### src/rtl/linebuffer_reader.sv
// rtl/linebuffer_reader.sv - streams completed lines out of a BRAM line ring
//
// Purpose: counts lines the writer has finished, issues BRAM reads pixel by
// pixel through the ring of line slots, and forwards the read data through a
// 4-entry skid FIFO onto a valid/ready pixel stream.
//
// Ports:
//   clk, rst_n            clock, asynchronous active-low reset
//   line_wr_done          writer pulse: one more complete line is in the ring
//   bram_en/bram_addr     registered read request; bram_rdata valid next cycle
//   m_valid/m_ready       output stream handshake
//   m_data/m_last         head pixel word, last-pixel-of-line marker
//   line_rd_done          one-cycle pulse after a line's last pixel is taken
//   ovf_err               sticky: a line_wr_done arrived with the ring full
module linebuffer_reader #(
  parameter int DWIDTH    = 8,
  parameter int P_CH      = 32,
  parameter int IMG_W     = 64,
  parameter int NUM_LINES = 4,
  localparam int WORD_W   = DWIDTH * P_CH,
  localparam int ADDR_W   = $clog2(NUM_LINES * IMG_W)
) (
  input  logic              clk,
  input  logic              rst_n,
  input  logic              line_wr_done,
  output logic              bram_en,
  output logic [ADDR_W-1:0] bram_addr,
  input  logic [WORD_W-1:0] bram_rdata,
  output logic              m_valid,
  input  logic              m_ready,
  output logic [WORD_W-1:0] m_data,
  output logic              m_last,
  output logic              line_rd_done,
  output logic              ovf_err
);

  localparam int COL_W  = (IMG_W > 1) ? $clog2(IMG_W) : 1;
  localparam int SLOT_W = (NUM_LINES > 1) ? $clog2(NUM_LINES) : 1;
  localparam int AV_W   = $clog2(NUM_LINES + 1);

  typedef enum logic {S_IDLE, S_READ} state_t;

  state_t              state_q, state_d;
  logic [AV_W-1:0]     avail_q, avail_d;
  logic [SLOT_W-1:0]   slot_q, slot_d;
  logic [COL_W-1:0]    col_q, col_d;
  logic                bram_en_q, bram_last_q;
  logic [ADDR_W-1:0]   bram_addr_q;
  logic                rd_valid_q, rd_last_q;
  logic [WORD_W-1:0]   mem_data_q [4];
  logic                mem_last_q [4];
  logic [1:0]          wr_ptr_q, rd_ptr_q;
  logic [2:0]          fifo_count_q;
  logic                line_rd_done_q, ovf_q;

  logic                issue, last_col, dec, inc, full, ovf_set, push, pop;
  logic [2:0]          occ;
  logic [ADDR_W-1:0]   addr_next;

  // Occupancy counts FIFO entries plus both read pipeline stages; a same-cycle
  // pop is deliberately ignored so the FIFO can never be overrun.
  assign occ       = fifo_count_q + 3'(bram_en_q) + 3'(rd_valid_q);
  assign last_col  = (col_q == COL_W'(IMG_W - 1));
  assign full      = (avail_q == AV_W'(NUM_LINES));
  assign dec       = issue && last_col;
  assign inc       = line_wr_done && (!full || dec);
  assign ovf_set   = line_wr_done && full && !dec;
  assign addr_next = ADDR_W'(32'(slot_q) * IMG_W + 32'(col_q));
  assign push      = rd_valid_q;
  assign pop       = m_valid && m_ready;

  always_comb begin
    avail_d = avail_q;
    case ({inc, dec})
      2'b10:   avail_d = avail_q + AV_W'(1);
      2'b01:   avail_d = avail_q - AV_W'(1);
      default: avail_d = avail_q;
    endcase
  end

  // State register.
  always_ff @(posedge clk or negedge rst_n) begin
    if (!rst_n) state_q <= S_IDLE;
    else        state_q <= state_d;
  end

  // Next state follows avail_d so READ coincides with avail_q > 0; this keeps
  // the first issue on the edge right after the first line_wr_done.
  always_comb begin
    state_d = state_q;
    case (state_q)
      S_IDLE:  if (avail_d != '0) state_d = S_READ;
      S_READ:  if (dec && avail_d == '0) state_d = S_IDLE;
      default: state_d = S_IDLE;
    endcase
  end

  // Output decode: read issue.
  always_comb begin
    issue = 1'b0;
    if (state_q == S_READ && occ < 3'd4) issue = 1'b1;
  end

  always_comb begin
    slot_d = slot_q;
    col_d  = col_q;
    if (issue) begin
      if (last_col) begin
        col_d  = '0;
        slot_d = (slot_q == SLOT_W'(NUM_LINES - 1)) ? '0 : slot_q + SLOT_W'(1);
      end else begin
        col_d  = col_q + COL_W'(1);
      end
    end
  end

  always_ff @(posedge clk or negedge rst_n) begin
    if (!rst_n) begin
      avail_q        <= '0;
      slot_q         <= '0;
      col_q          <= '0;
      bram_en_q      <= 1'b0;
      bram_addr_q    <= '0;
      bram_last_q    <= 1'b0;
      rd_valid_q     <= 1'b0;
      rd_last_q      <= 1'b0;
      wr_ptr_q       <= '0;
      rd_ptr_q       <= '0;
      fifo_count_q   <= '0;
      line_rd_done_q <= 1'b0;
      ovf_q          <= 1'b0;
    end else begin
      avail_q    <= avail_d;
      slot_q     <= slot_d;
      col_q      <= col_d;
      bram_en_q  <= issue;
      if (issue) begin
        bram_addr_q <= addr_next;
        bram_last_q <= last_col;
      end
      // Tag travels alongside the BRAM read latency.
      rd_valid_q <= bram_en_q;
      rd_last_q  <= bram_last_q;
      if (push) wr_ptr_q <= wr_ptr_q + 2'd1;
      if (pop)  rd_ptr_q <= rd_ptr_q + 2'd1;
      case ({push, pop})
        2'b10:   fifo_count_q <= fifo_count_q + 3'd1;
        2'b01:   fifo_count_q <= fifo_count_q - 3'd1;
        default: fifo_count_q <= fifo_count_q;
      endcase
      line_rd_done_q <= pop && mem_last_q[rd_ptr_q];
      ovf_q          <= ovf_q | ovf_set;
    end
  end

  // FIFO storage needs no reset: entries are only visible while counted.
  always_ff @(posedge clk) begin
    if (push) begin
      mem_data_q[wr_ptr_q] <= bram_rdata;
      mem_last_q[wr_ptr_q] <= rd_last_q;
    end
  end

  assign bram_en      = bram_en_q;
  assign bram_addr    = bram_addr_q;
  assign m_valid      = (fifo_count_q != '0);
  assign m_data       = m_valid ? mem_data_q[rd_ptr_q] : '0;
  assign m_last       = m_valid && mem_last_q[rd_ptr_q];
  assign line_rd_done = line_rd_done_q;
  assign ovf_err      = ovf_q;

endmodule

### config.mk
export PLATFORM = sky130hd
export DESIGN_NAME = linebuffer_reader
export DESIGN_NICKNAME = d
export VERILOG_FILES = /design/src/rtl/linebuffer_reader.sv
export SDC_FILE = /design/constraint.sdc
export NUM_CORES = 1
export LEC_CHECK = 0
export BUFFER_PORTS_ARGS = -buffer_cell sky130_fd_sc_hd__buf_2
export CAP_MARGIN = 5
export CORE_MARGIN = 2
export CORE_UTILIZATION = 50
export DETAILED_ROUTE_END_ITERATION = 12
export GPL_TIMING_DRIVEN = 0
export PLACE_DENSITY = 0.82
export SLEW_MARGIN = 20
export SYNTH_ARGS = -nofsm -noshare
export SYNTH_HDL_FRONTEND = slang
export SYNTH_SLANG_ARGS = --single-unit
export TNS_END_PERCENT = 20
### constraint.sdc
create_clock -name clk -period 8.7 [get_ports clk]
set_clock_uncertainty 0.2 [all_clocks]
set_input_delay 0 -clock clk [delete_from_list [all_inputs] [get_ports clk]]
set_output_delay 0 -clock clk [all_outputs]
set_load 0.02 [all_outputs]
# == After elaboration in Yosys (flattened, before gate mapping) ==
# Memories as Yosys holds them, arrays and structs flattened.
# Index checks and enable logic that the tools add are counted.
# op_classes
addsub,11
magnitude_cmp,1
eq_ne,7
muxes,11
bitwise,2
reduce_logical,17
# ops
cell,n
256-bit two-way mux,1
3-bit case mux with 2 select lines,2
1-bit logical AND,9
8-bit by 6-bit adder with 8-bit output,1
"2-bit by 1-bit adder with 2-bit output, second input constant",3
3-bit by 1-bit adder with 3-bit output,2
"3-bit by 1-bit adder with 3-bit output, second input constant",2
"6-bit by 1-bit adder with 6-bit output, second input constant",1
"2-bit == test, second input constant",3
"6-bit == test, second input constant",1
6-bit two-way mux,1
3-bit nonzero test,2
"3-bit by 1-bit subtractor with 3-bit output, second input constant",2
1-bit two-way mux,5
"2-bit by 1-bit == test with 1-bit output, second input constant",2
"3-bit == test, second input constant",1
3-bit logical NOT,1
"3-bit < comparator, second input constant",1
1-bit logical NOT,2
2-bit two-way mux,1
1-bit case mux with 2 select lines,1
2-bit AND reduction,1
2-bit nonzero test,1
1-bit logical OR,1
other kinds (2),2
# word_totals
register_bits,33
mem_bits_rw,1028
in_bits,260
output_inout_bits,269
word_cells,65
mem_count,2
# mem_list
memory,depth,word_bits,read_ports,rd_clocked_by_memory_dff,write_ports,line_no,source
mem_data_q,4,256,1,0,1,50,logic [WORD_W-1:0] mem_data_q [4];
mem_last_q,4,1,1,0,1,51,logic mem_last_q [4];

# == Longest topological paths before layout ==
# logic_depth
ltp_word,14
depth_mapped,10
mapped_depth_nobuf,10

# == Worst setup path after synthesis ==
# No wires, ideal clock.
# synth_timing
path_type,reg-to-reg
start,register wr_ptr_q[0]
end,"memory mem_data_q[0][0] in the netlist's numbering, enable pin"
setup_ns,0.649
t_arrival_ns,6.446
t_required_ns,7.851
path_slack_ns,1.405
stages_incl_launch_ff,4
path_buffers,0
period_less_slack_ns,7.295
cell_sequence,dfrtp_1 > inv_1 > ha_1 > and2_1
# synth_lines
element,line_no,source
from (decl),52,"logic [1:0] wr_ptr_q, rd_ptr_q;"
from (signal assigned),144,if (push) wr_ptr_q <= wr_ptr_q + 2'd1;
to (decl),50,
# Straight into the memory's write port.

# == Worst setup path after layout ==
# layout_timing
start,register fifo_count_q[1]
end,output port m_data[126]
# layout_via
elab_chain_cells,2
# layout_rtl
element,line_no,source
from (decl),53,logic [2:0] fifo_count_q;
from (signal assigned),147,2'b10: fifo_count_q <= fifo_count_q + 3'd1;
from (signal assigned),148,2'b01: fifo_count_q <= fifo_count_q - 3'd1;
from (signal assigned),149,default: fifo_count_q <= fifo_count_q;
3-bit nonzero test,166,assign m_valid = (fifo_count_q != '0);
256-bit two-way mux,167,assign m_data = m_valid ? mem_data_q[rd_ptr_q] : '0;
to (decl),31,"output logic [WORD_W-1:0] m_data,"
# No other way between the ends.

==> metrics <==
I/O pin total=529; Initial Util=50.33%; Clk pin slew, worst setup/hold paths=60 ps; Die Area=0.08311 sq mm; Starting DRT DRC Count=2,347; clock share of power=22.5%; Core Region=0.08029 sq mm; worst slew pin tran=833.4 ps; Final Max Tran Viols=0; Max Buffers Root-to-Sink=3; TritonCTS Buffers=103; Switch Pwr=7.187 mW; sequential share of power=37.8%; critical path class=flop to primary output; top_reg_cell synth=edfxtp_1; die height=288.3 microns; number of global-route vias before repair=24,980; grt ovf=0; Synth Area per Inst=22.63 sq um; dominant combinational cell family by area after synthesis=multiplexers; initial antenna violation count=11; syn nets=2,056; Synth Instances=1,786; drt total wl=106,900 microns; H-tree Lvls=3; Synth cell types=41; CP Max Fanout=10; routability congestion estimate=0.8142; drt wl/cell=26.00 microns; Async S/R FF share, synth=3.110%; Setup Buffers After CTS=0; min cycle time layout=3658 ps; Skew-Pair Late Insertion Delay=650 ps; Seq/Total Area, Yosys=78.43%; switch share=35.75%; Post-synth EDFFs=1,028; combinational cell fraction of total power=39.6%; top cell type's share of synthesized area=76.39%; max-cap check violation count=0; via count=23,160; critical path endpoint category=primary output; adder-cell share of the synthesized area=0.3468%; # rows=104; final hold viol count=0; Fmax=0.2734 GHz; simple-gate area share of the yosys netlist=4.771%; CTS resizes=0; Worst Path Arrival=3460 ps; Synth area leaders=edfxtp_1 76%, mux4_2 14%, and2_1 4.1%; via/cell ratio=5.631; PwrDens=375.1 mW/mm^2; crit path launch type=flop; half-perimeter wire length after placement=60,350 microns; Rel. slew slack=44.44%; Int Pwr=12.92 mW; first-pass GRT wire length=156,600 microns; RSZ-0062 raised after global routing=no; #FFs+latches synth=1,061; CP required=8500 ps; GRT Total Usage=25.50%; largest net degree at the start of global routing=49; Yosys warnings=0; clk root buf=clkbuf_16; fin crit share=42.04%; Compound-Gate Fraction of Synth Area=0.4273%; Synth Area in XOR/XNOR=0.1951%; drt pass-1 iters=8; Chip Width=288.3 microns; setup violators final=0; share of cells above drive strength 1=34.09%; DR DRC count=0; Overall Power=20.10 mW; final core occ=66.75%; Post-Synthesis Cell Area=0.04041 sq mm; fin nets=3,230; mux cell area share after synthesis=14.38%; CTS tree=done; ANT nets after route=0; Port-buffer cells=528; status=completed; area leader, netlist=edfxtp_1; area grow syn2layout=32.61%; Pleak=19.05 nW; hold crit path type=input pin to flop; Sink Count=1,061; Peak VDD IR=0.2982 mV
power groups by stage:
| stage | logic, mW | registers, mW | clock network [mW] |
|---|---|---|---|
| after floorplan | 4.87 | 7.93 | 0 |
| after detailed placement | 7.59 | 7.63 | 0 |
| after CTS | 7.87 | 7.55 | 4.51 |
| after global routing | 8.41 | 7.69 | 4.76 |
| after global placement | 7.16 | 8.23 | 0 |
| final | 7.97 | 7.61 | 4.53 |
path summary, 6_finish.rpt:
path / start / to / slack, ps / cells past startpoint
max: fifo_count_q[1] / m_data[126] / 5040 / 6
min: bram_rdata[121] / mem_data_q[2][121] / 90 / 2
max reg2reg: push / state_q / 5420 / 9
min reg2reg: bram_last_q / rd_last_q / 200 / 0
max in group asynchronous: rst_n / push / 7890 / 4
min in group asynchronous: rst_n / bram_addr[2] / 230 / 4
cell type report:
type                       instances  area [sq um]
buffer                            91         558.0
clock buffer                     117          2651
multi-input combinational        626          8139
fill                            4751         26700
sequential                      1061         31700
clock inverter                    73         739.5
timing repair buffer            1069          8428
inverter                           8         30.03
antenna                            8         20.02
tap                             1060          1326
cell usage in the layout (no fill, tap or decap), types with 17 or more instances in the layout:
| cell | instances |
|---|---|
| mux4_2 | 257 |
| dlygate4sd3_1 | 516 |
| dfrtp_1 | 33 |
| and2_1 | 258 |
| edfxtp_1 | 1028 |
| clkbuf_1 | 45 |
| nand2_1 | 36 |
| buf_6 | 22 |
| buf_2 | 558 |
| clkbuf_16 | 104 |
| clkinv_2 | 28 |
| clkinv_1 | 17 |
cells by family (layout without fill, tap and decap cells):
group,count (synthesis),after routing
AOI/OAI and AO/OA,23,23
xor gates and xnor gates,9,9
adders and majority gates,10,10
buffers and inverters,99,1358
DFF,1061,1061
muxes,259,259
other,0,8
and+or+nand+nor,325,325
through the flow:
stage | instance area (sq um) | setup slack [ps] | hold slack (ps) | cells | setup TNS [ps]
after global placement | 44380 | -2940 | -128.1 | 3374 | -2949510
after CTS | 53570 | 4760 | 18.23 | 4105 | 0
after floorplan | 40410 | 1405 | -495.6 | 1786 | 0
after detailed placement | 44990 | 5546 | -106.3 | 3398 | 0
final | 53590 | 5042 | 94.38 | 4113 | 0
after global routing | 53590 | 4607 | 74.73 | 4112 | 0
critical path: stages, from the launching register on:
cell	delay, ps
dfrtp_1	420
or3_1	130
clkbuf_1	590
clkbuf_2	550
clkbuf_1	510
and2_1	370
buf_2	220
routing by layer:
metal | GRT usage (%) | routed length, microns | vias to the layer above
met1 | 30.27 | 37290 | 11920
met3 | 5.537 | 8586 | 278
met5 | 0 | 66 | -
met2 | 45.27 | 56690 | 1296
met4 | 10.41 | 4284 | 10
li1 | - | - | 9654
state kept, by name, summed over array words and instances (netlist names), 2 cells and up:
signal,flops
mem_data_q,1024
wr_ptr_q,2
rd_ptr_q,2
bram_addr,8
mem_last_q,4
col_q,6
slot_q,2
avail_q,3
fifo_count_q,3
synthesized netlist by cell type, types with 2 or more instances:
master / count
a21oi_1: 4
a22oi_1: 3
and2_1: 262
and3_1: 2
buf_1: 2
buf_2: 30
buf_4: 3
buf_6: 22
clkbuf_1: 34
dfrtp_1: 33
edfxtp_1: 1028
fa_1: 2
ha_1: 8
inv_1: 8
mux4_2: 257
nand2_1: 36
nand2b_1: 4
nand3_1: 3
nor2_1: 7
nor2b_1: 2
nor3_1: 2
o21ai_0: 6
o31ai_1: 2
or3_1: 2
xnor2_1: 4
xor2_1: 5
what timing repair did:
item | 4_1_cts | 5_1_grt
hold endpoints to repair | 1068 | 0
hold buffers | 517 | 0
setup endpoints to repair | 0 | 0
Note: power is estimated with default switching activity, not from simulation.
